## config.mk

```make
export PLATFORM = sky130hd
export DESIGN_NAME = mult_seq
export DESIGN_NICKNAME = d
export VERILOG_FILES = /design/src/rtl/mult_pkg.sv /design/src/rtl/mult_seq_cond_negate.sv /design/src/rtl/mult_seq.sv
export SDC_FILE = /design/constraint.sdc
export NUM_CORES = 1
export LEC_CHECK = 0
export ABC_AREA = 1
export CORE_AREA = 2 2 152 154
export DETAILED_ROUTE_END_ITERATION = 7
export DIE_AREA = 0 0 154 156
export HOLD_SLACK_MARGIN = 0.12
export PLACE_DENSITY_LB_ADDON = 0.1
export RECOVER_POWER = 100
export SLEW_MARGIN = 20
export SYNTH_ARGS = -nofsm -noshare
export SYNTH_HDL_FRONTEND = slang
export SYNTH_SLANG_ARGS = --single-unit
export TNS_END_PERCENT = 10
```

## constraint.sdc

```tcl
create_clock -name clock -period 6.4 [get_ports clock]
set_input_delay 0.64 -clock clock [delete_from_list [all_inputs] [get_ports clock]]
set_output_delay 0.64 -clock clock [all_outputs]
set_load 0.005 [all_outputs]
```

## src/rtl/mult_pkg.sv

```systemverilog
// Shared constants and state type for the sequential shift-add multiplier.
// Optional feature macro used by mult_seq: MULT_ZERO_SKIP_EN.
package mult_pkg;

    localparam int unsigned WIDTH = 32;
    localparam int unsigned CNT_W = 5;
    localparam logic [CNT_W-1:0] CNT_LAST = 5'd31;

    typedef enum logic {
        M_IDLE,
        M_RUN
    } state_t;

endpackage

```

## src/rtl/mult_seq_cond_negate.sv

```systemverilog
// Conditional two's-complement negate: out = neg ? -in : in.
// Serves both the operand magnitudes and the final product sign fix-up.
module cond_negate #(
    parameter int unsigned W = 32
) (
    input  logic         neg,
    input  logic [W-1:0] in,
    output logic [W-1:0] out
);

    assign out = neg ? (~in + W'(1)) : in;

endmodule

```

## src/rtl/mult_seq.sv

```systemverilog
// Iterative 32x32 -> 64 shift-add multiplier (MULT/MULTU), falling-edge clocked.
// Define MULT_ZERO_SKIP_EN to finish zero-operand launches in a single cycle.
module mult_seq
    import mult_pkg::*;
(
    input  logic             clock,
    input  logic             reset,
    input  logic             start,
    input  logic             is_signed,
    input  logic [WIDTH-1:0] a,
    input  logic [WIDTH-1:0] b,
    output logic [WIDTH-1:0] hi,
    output logic [WIDTH-1:0] lo,
    output logic             busy,
    output logic             done
);

    state_t state;
    state_t state_next;

    logic [WIDTH-1:0]   mcand;
    logic [WIDTH-1:0]   mplr;
    logic [WIDTH-1:0]   acc_hi;
    logic               neg;
    logic [CNT_W-1:0]   cnt;

    logic [WIDTH-1:0]   abs_a;
    logic [WIDTH-1:0]   abs_b;
    logic [WIDTH:0]     sum;
    logic [2*WIDTH-1:0] shifted;
    logic [2*WIDTH-1:0] product;
    logic               launch;
    logic               finish;
    logic               zero_op;

    assign busy   = (state == M_RUN);
    assign launch = start && !busy;
    assign finish = busy && (cnt == CNT_LAST);

`ifdef MULT_ZERO_SKIP_EN
    assign zero_op = (a == '0) || (b == '0);
`else
    assign zero_op = 1'b0;
`endif

    cond_negate #(.W(WIDTH)) u_abs_a (
        .neg (is_signed & a[WIDTH-1]),
        .in  (a),
        .out (abs_a)
    );

    cond_negate #(.W(WIDTH)) u_abs_b (
        .neg (is_signed & b[WIDTH-1]),
        .in  (b),
        .out (abs_b)
    );

    // 33-bit add keeps the carry that becomes acc_hi's MSB after the shift
    assign sum     = {1'b0, acc_hi} + (mplr[0] ? {1'b0, mcand} : '0);
    assign shifted = {sum, mplr[WIDTH-1:1]};

    cond_negate #(.W(2*WIDTH)) u_sign_fix (
        .neg (neg),
        .in  (shifted),
        .out (product)
    );

    always_ff @(negedge clock or posedge reset) begin
        if (reset) begin
            state <= M_IDLE;
        end else begin
            state <= state_next;
        end
    end

    always_comb begin
        state_next = state;
        case (state)
            M_IDLE:  if (launch) state_next = M_RUN;
            M_RUN:   if (finish) state_next = M_IDLE;
            default: state_next = M_IDLE;
        endcase
    end

    // A zero-operand skip launches with an empty accumulator at the last count,
    // so the next edge completes through the normal path with product 0.
    always_ff @(negedge clock or posedge reset) begin
        if (reset) begin
            mcand  <= '0;
            mplr   <= '0;
            acc_hi <= '0;
            neg    <= 1'b0;
            cnt    <= '0;
            hi     <= '0;
            lo     <= '0;
            done   <= 1'b0;
        end else begin
            done <= 1'b0;
            if (launch) begin
                mcand  <= zero_op ? '0 : abs_a;
                mplr   <= zero_op ? '0 : abs_b;
                acc_hi <= '0;
                neg    <= is_signed & (a[WIDTH-1] ^ b[WIDTH-1]);
                cnt    <= zero_op ? CNT_LAST : '0;
            end else if (busy) begin
                {acc_hi, mplr} <= shifted;
                cnt            <= cnt + CNT_W'(1);
                if (finish) begin
                    {hi, lo} <= product;
                    done     <= 1'b1;
                end
            end
        end
    end

endmodule

```

==> results.cfg, run 1 <==
[global_route]
grt_pass1_wl_um = 61200
grt_pass1_vias = 11692
antenna_found_initial = 0
grt_overflow = 0
grt_max_degree = 78
grt_usage = 0.322

[finish]
drive_above_1_share = 0.0820
final_core_util = 0.663
nets = 2141
multi_input_area_um2 = 7270
fillers = 2102
fin_area_um2 = 14800
antennaDiodeCount = 0
regArea_um2 = 4200
syn2layout_area_growth_pct = 16.7

[die]
pin_count = 134
die_y_um = 156
design.die.area_um2 = 24000
die_w_um = 154
core_area_um2 = 22400
row_count = 55
start_util = 0.568

[clock_network]
cts_buffers = 17
htreeDepth = 4
clockBufferDepth = 2
post_cts_buffers = 0
clk_latency_ns = 0.41
hold_buffers = 0
clockRootBuffer = clkbuf_16
post_cts_resized = 0
cts_tree = done
clk_pin_slew_ns = 0.06
cts.sink_count = 168

[yosys]
synth.distinct_cells = 49
synth.top_cell.area_share = 0.331
syn-cell-area_um2 = 12700
yosys_warnings = 0
synth.most_common_cell = nand2_1
synth_fp_nets = 2028
syn_avg_cell_area_um2 = 6.61
synth_flop_cell = dfrtn_1
synth_common_cells = nand2_1 (620), inv_1 (238), nor2_1 (175)
synth-seq-area-share = 0.331
synth_top_cell_by_area = dfrtn_1
yosys-top-cells-area = dfrtn_1 (33%), nand2_1 (18%), inv_1 (7.0%)
synth_edf_count = 0
async_reset_ff_frac = 1.00
synthCells = 1922
synth-seq-cells = 168

[sta]
finClkSkew_ns = 0.00734
hold_viol = 0
worstMarginPinSlew_ns = 2.32
setup_viol = 0
drv_slew = 150
rsz0062_at_grt = no
slew_headroom = -0.546
finalSetupTns_ns = 0

[detailed_routing]
via_per_inst = 5.50
drtIter0Drc = 1174
drt_first_pass_iters = 5
antenna_left = 0
drt_wl_total_um = 37900
via_count = 12821
wl_per_cell_um = 16.3
route.detailed.drc = 0

[min_path]
hp-class = reg2reg
min_path_cells = 2

[critical_path]
critPathLaunchType = input port
max_stage_delay_ns = 1.45
cp-end-kind = flip-flop
cpMaxStageDelayCell = clkbuf_1
cp.depth = 4
ff2ff_path_depth = 8
path_cells = clkdlybuf4s50_1 -> nor2_4 -> clkbuf_1 -> nor2_1
crit_arrival_ns = 3.00
crit_family = buffers and inverters
crit_fanout = 37
crit_type = in2reg
critPathRequiredTime_ns = 3.38
path_buf_inv = 2

[outcome]
status = complete, but fails checks
violations = capacitance limit, slew limit

[flow_run]
maxCapViolations = 3

[placed_design]
io_buffers = 133
place_area_um2 = 14300
gp_congestion = 0.953
dp_hpwl_um = 30000

[power_and_ir_drop]
p_leak_nw = 7.71
vdd.ir_drop.worst_mv = 0.242
powerDensity_nw_per_um2 = 514
total_power_mw = 7.62
## path summary, 6_finish.rpt
| kind | from | to | slack [ns] |
|---|---|---|---|
| setup / recovery | start | busy | 0.38 |
| hold / removal | hi[28] | hi[28] | 0.42 |
| setup reg to reg | cnt[0] | hi[6] | 1.80 |
| hold reg to reg | hi[28] | hi[28] | 0.42 |
| max in group asynchronous | reset | mplr[20] | 0.86 |
| min in group asynchronous | reset | mcand[14] | 3.86 |
## cell type report
| class | count | share of cell area |
|---|---|---|
| inverter | 261 | 0.0661 |
| timing repair buffer | 152 | 0.0973 |
| clock inverter | 15 | 0.0104 |
| multi-input combinational | 1435 | 0.490 |
| clock buffer | 17 | 0.0287 |
| sequential | 168 | 0.283 |
| tap | 285 | 0.0240 |
## layout by cell type, fill, tap and decap left out, types with 9 or more instances in the layout
master           instances
o21ai_0                148
buf_4                    9
nor2_1                 175
nand3_2                 19
nand2_2                 41
clkdlybuf4s50_1         65
xor2_1                  64
inv_1                  237
clkbuf_16               17
dlygate4sd3_1           68
nand3_1                121
nand4_1                 22
ha_1                    37
a22oi_1                 22
nor2_2                  21
dfrtn_1                168
a21oi_1                 42
nor3_1                  16
nand2_1                618
xnor2_1                 15
o31ai_1                 10
inv_2                   22
## routing by layer
layer,global-route usage,up-vias,part of all wire
met3,0.0358,82,0.060
met2,0.519,471,0.46
met5,0,-,0
met4,0.127,0,0.039
li1,-,6320,-
met1,0.447,5948,0.44
## logic make-up after synthesis
group | count (synthesis) | share of synthesized area
AOI/OAI and AO/OA | 250 | 0.111
xor gates and xnor gates | 79 | 0.0545
adders and majority gates | 38 | 0.0380
buffers and inverters | 319 | 0.0971
DFF | 168 | 0.331
and+or+nand+nor | 1068 | 0.368
## worst register-to-register path, delay by kind of cell (launching register included)
family	cells	cell delay (ns)
AOI/OAI and AO/OA	1	0.32
DFF	1	0.37
adders and majority gates	2	0.40
and+or+nand+nor	3	0.19
buffers and inverters	2	3.07
## power by group
group	switching, mW	internal [mW]
combinational	2.95	1.58
clock	0.519	0.522
sequential	0.432	1.61
## per-stage QoR
stage               setup WS (ns)  hold WS, ns  instances
floorplan                   0.539        0.404       1922
global placement            0.334        0.418       2301
detailed placement          0.253        0.427       2301
CTS                         0.675        0.430       2333
global route                0.241        0.435       2333
finish                      0.385        0.421       2333
## registers in the layout, indices dropped and copies added (netlist names)
signal / count
lo: 32
hi: 32
neg: 1
done: 1
mplr: 32
acc_hi: 32
cnt: 5
mcand: 32
busy: 1
Note: power is estimated with default switching activity, not from simulation.
==> run 2, diff against run 1 <==
--- a/config.mk
+++ b/config.mk
@@ -12,6 +12,7 @@
 export HOLD_SLACK_MARGIN = 0.12
 export PLACE_DENSITY_LB_ADDON = 0.1
 export RECOVER_POWER = 100
+export REMOVE_ABC_BUFFERS = 1
 export SLEW_MARGIN = 20
 export SYNTH_ARGS = -nofsm -noshare
 export SYNTH_HDL_FRONTEND = slang
==> results.cfg, run 2 (synthesized netlist as in run 1, its figures left out) <==
[detailed_routing]
drt_first_pass_iters = 6
antenna_left = 0
wl_per_cell_um = 15.8
drtIter0Drc = 944
route.detailed.drc = 0
via_count = 12692
via_per_inst = 5.44
drt_wl_total_um = 36900

[finish]
most-common-layout-cells = nand2_1 (625), inv_1 (237), nor2_1 (180)
stdcell_count = 2332
fin_area_um2 = 14800
final_common_cell = nand2_1
regArea_um2 = 4200
multi_input_area_um2 = 7190
drive_above_1_share = 0.0747
syn2layout_area_growth_pct = 16.4
nets = 2140
final_core_util = 0.661
antennaDiodeCount = 0
fillers = 2094

[sta]
rsz0062_at_grt = no
worstMarginPinSlew_ns = 2.47
slew_headroom = -0.650
setup_viol = 0
fin_ws_ns = 0.365
finalSetupTns_ns = 0
drv_slew = 70
hold_viol = 0
finClkSkew_ns = 0.00988
fin_hold_ws_ns = 0.420

[global_route]
grt.busiest_layer = met2
grt_pass1_wl_um = 60600
grt_usage = 0.315
grt_overflow = 0
grt_util_met3 = 0.0392
grt_use_met1 = 0.382
grt_pass1_vias = 12285
antenna_found_initial = 0
met2_usage = 0.568
grt_max_degree = 73

[critical_path]
ff2ff_path_depth = 18
r2r_slack_ns = 1.75
r2r-start = mplr[0]
critPathRequiredTime_ns = 3.45
cpMaxStageDelayCell = dlygate4sd3_1
max_stage_delay_ns = 0.54
cp-end-kind = flip-flop
crit_family = simple AND/OR/NAND/NOR gates
path_buf_inv = 2
crit_type = in2reg
crit_fanout = 5
critPathLaunchType = input port
crit_arrival_ns = 3.09
path_cells = dlygate4sd3_1 -> inv_1 -> nand3_1 -> nor3_4 -> nand3_1 -> nor3_1 -> nand3_1 -> nand2_1 -> o21ai_0 -> nor2_1 -> nor2_1 -> nand2_1 -> nand2_1
rr_endpoint = hi[24]

[die]
die_w_um = 154
design.die.area_um2 = 24000
row_count = 55
die_y_um = 156
pin_count = 134
core_area_um2 = 22400
start_util = 0.568

[clock_network]
cts_tree = done
hold_buffers = 0
htreeDepth = 4
cts_buffers = 17
clk_latency_ns = 0.42
clockRootBuffer = clkbuf_16
clockBufferDepth = 2
cts.sink_count = 168
post_cts_buffers = 0
clk_pin_slew_ns = 0.05
post_cts_resized = 0

[power_and_ir_drop]
vdd.ir_drop.worst_mv = 0.258
total_power_mw = 7.42
p_leak_nw = 7.71
clkPwrFrac = 0.144
pwr-share-comb = 0.585
powerDensity_nw_per_um2 = 502
p_int_mw = 3.74
switchingPower_mw = 3.68
pwr-share-seq = 0.271
power_switching_share = 0.496

[placed_design]
dp_cells = 2300
io_buffers = 133
dp_hpwl_um = 27800
place_ws_ns = 0.167
gp_congestion = 0.930
place_area_um2 = 14300

[outcome]
violations = capacitance limit, slew limit
status = complete, but fails checks

[min_path]
min_from = hi[13]
hold-path-endpoint = hi[13]
min_path_cells = 2
hp-class = reg2reg

[flow_run]
maxCapViolations = 1
## run 2: changes by cell type in the layout (fill, tap and decap cells not counted), sizes merged, moves of 2 or more
| cell | before | now |
|---|---|---|
| dlygate4sd3 | 68 | 70 |
| clkdlybuf4s50 | 65 | 63 |
| clkinv | 6 | 2 |
| clkinvlp | 2 | 5 |
## run 2: how the worst max path moves through the flow
stage	startpoint	endpoint	slack [ns]	cells after the start
after floorplan	reset	acc_hi[0]	-1.81	1
after global placement	b[0]	mplr[24]	0.25	15
after detailed placement	b[0]	mplr[24]	0.17	15
after CTS	b[0]	mplr[24]	0.59	15
after global routing	a[0]	mcand[21]	0.18	10
final	b[0]	mplr[27]	0.36	13
## run 2: layout make-up
cell class,instances,area share
Clock buffer,18,0.0290
Clock inverter,14,0.0106
Inverter,261,0.0663
Multi-Input combinational cell,1435,0.486
Sequential cell,168,0.284
Tap cell,285,0.0241
Timing Repair Buffer,151,0.0995
## run 2: tightest hold or removal path, delay by kind of cell (launching register included)
kind	cells	cell delay, ns
and+or+nand+nor	2	0.11
DFF	1	0.40
## run 2: metal layers
| metal | share of wire | vias up | wire length, um |
|---|---|---|---|
| met1 | 0.42 | 5914 | 15300 |
| met3 | 0.046 | 86 | 1710 |
| met4 | 0.040 | 0 | 1470 |
| met2 | 0.50 | 376 | 18400 |
| li1 | - | 6316 | - |
| met5 | 0 | - | 0 |
## run 2: power groups by stage
stage | Combinational [mW] | Clock [mW] | Sequential, mW
global placement | 4.32 | 0 | 2.01
detailed placement | 4.40 | 0 | 2.02
finish | 4.35 | 1.07 | 2.01
CTS | 4.44 | 1.08 | 2.01
global route | 4.91 | 1.12 | 2.07
floorplan | 3.02 | 0 | 1.98
==> run 3, diff against run 2 <==
--- a/config.mk
+++ b/config.mk
@@ -12,7 +12,7 @@
 export HOLD_SLACK_MARGIN = 0.12
 export PLACE_DENSITY_LB_ADDON = 0.1
 export RECOVER_POWER = 100
-export REMOVE_ABC_BUFFERS = 1
+export SETUP_SLACK_MARGIN = 0.02
 export SLEW_MARGIN = 20
 export SYNTH_ARGS = -nofsm -noshare
 export SYNTH_HDL_FRONTEND = slang
==> results of run 3 <==
Same layout as run 1: the final DEF is identical, and so are final timing and power.
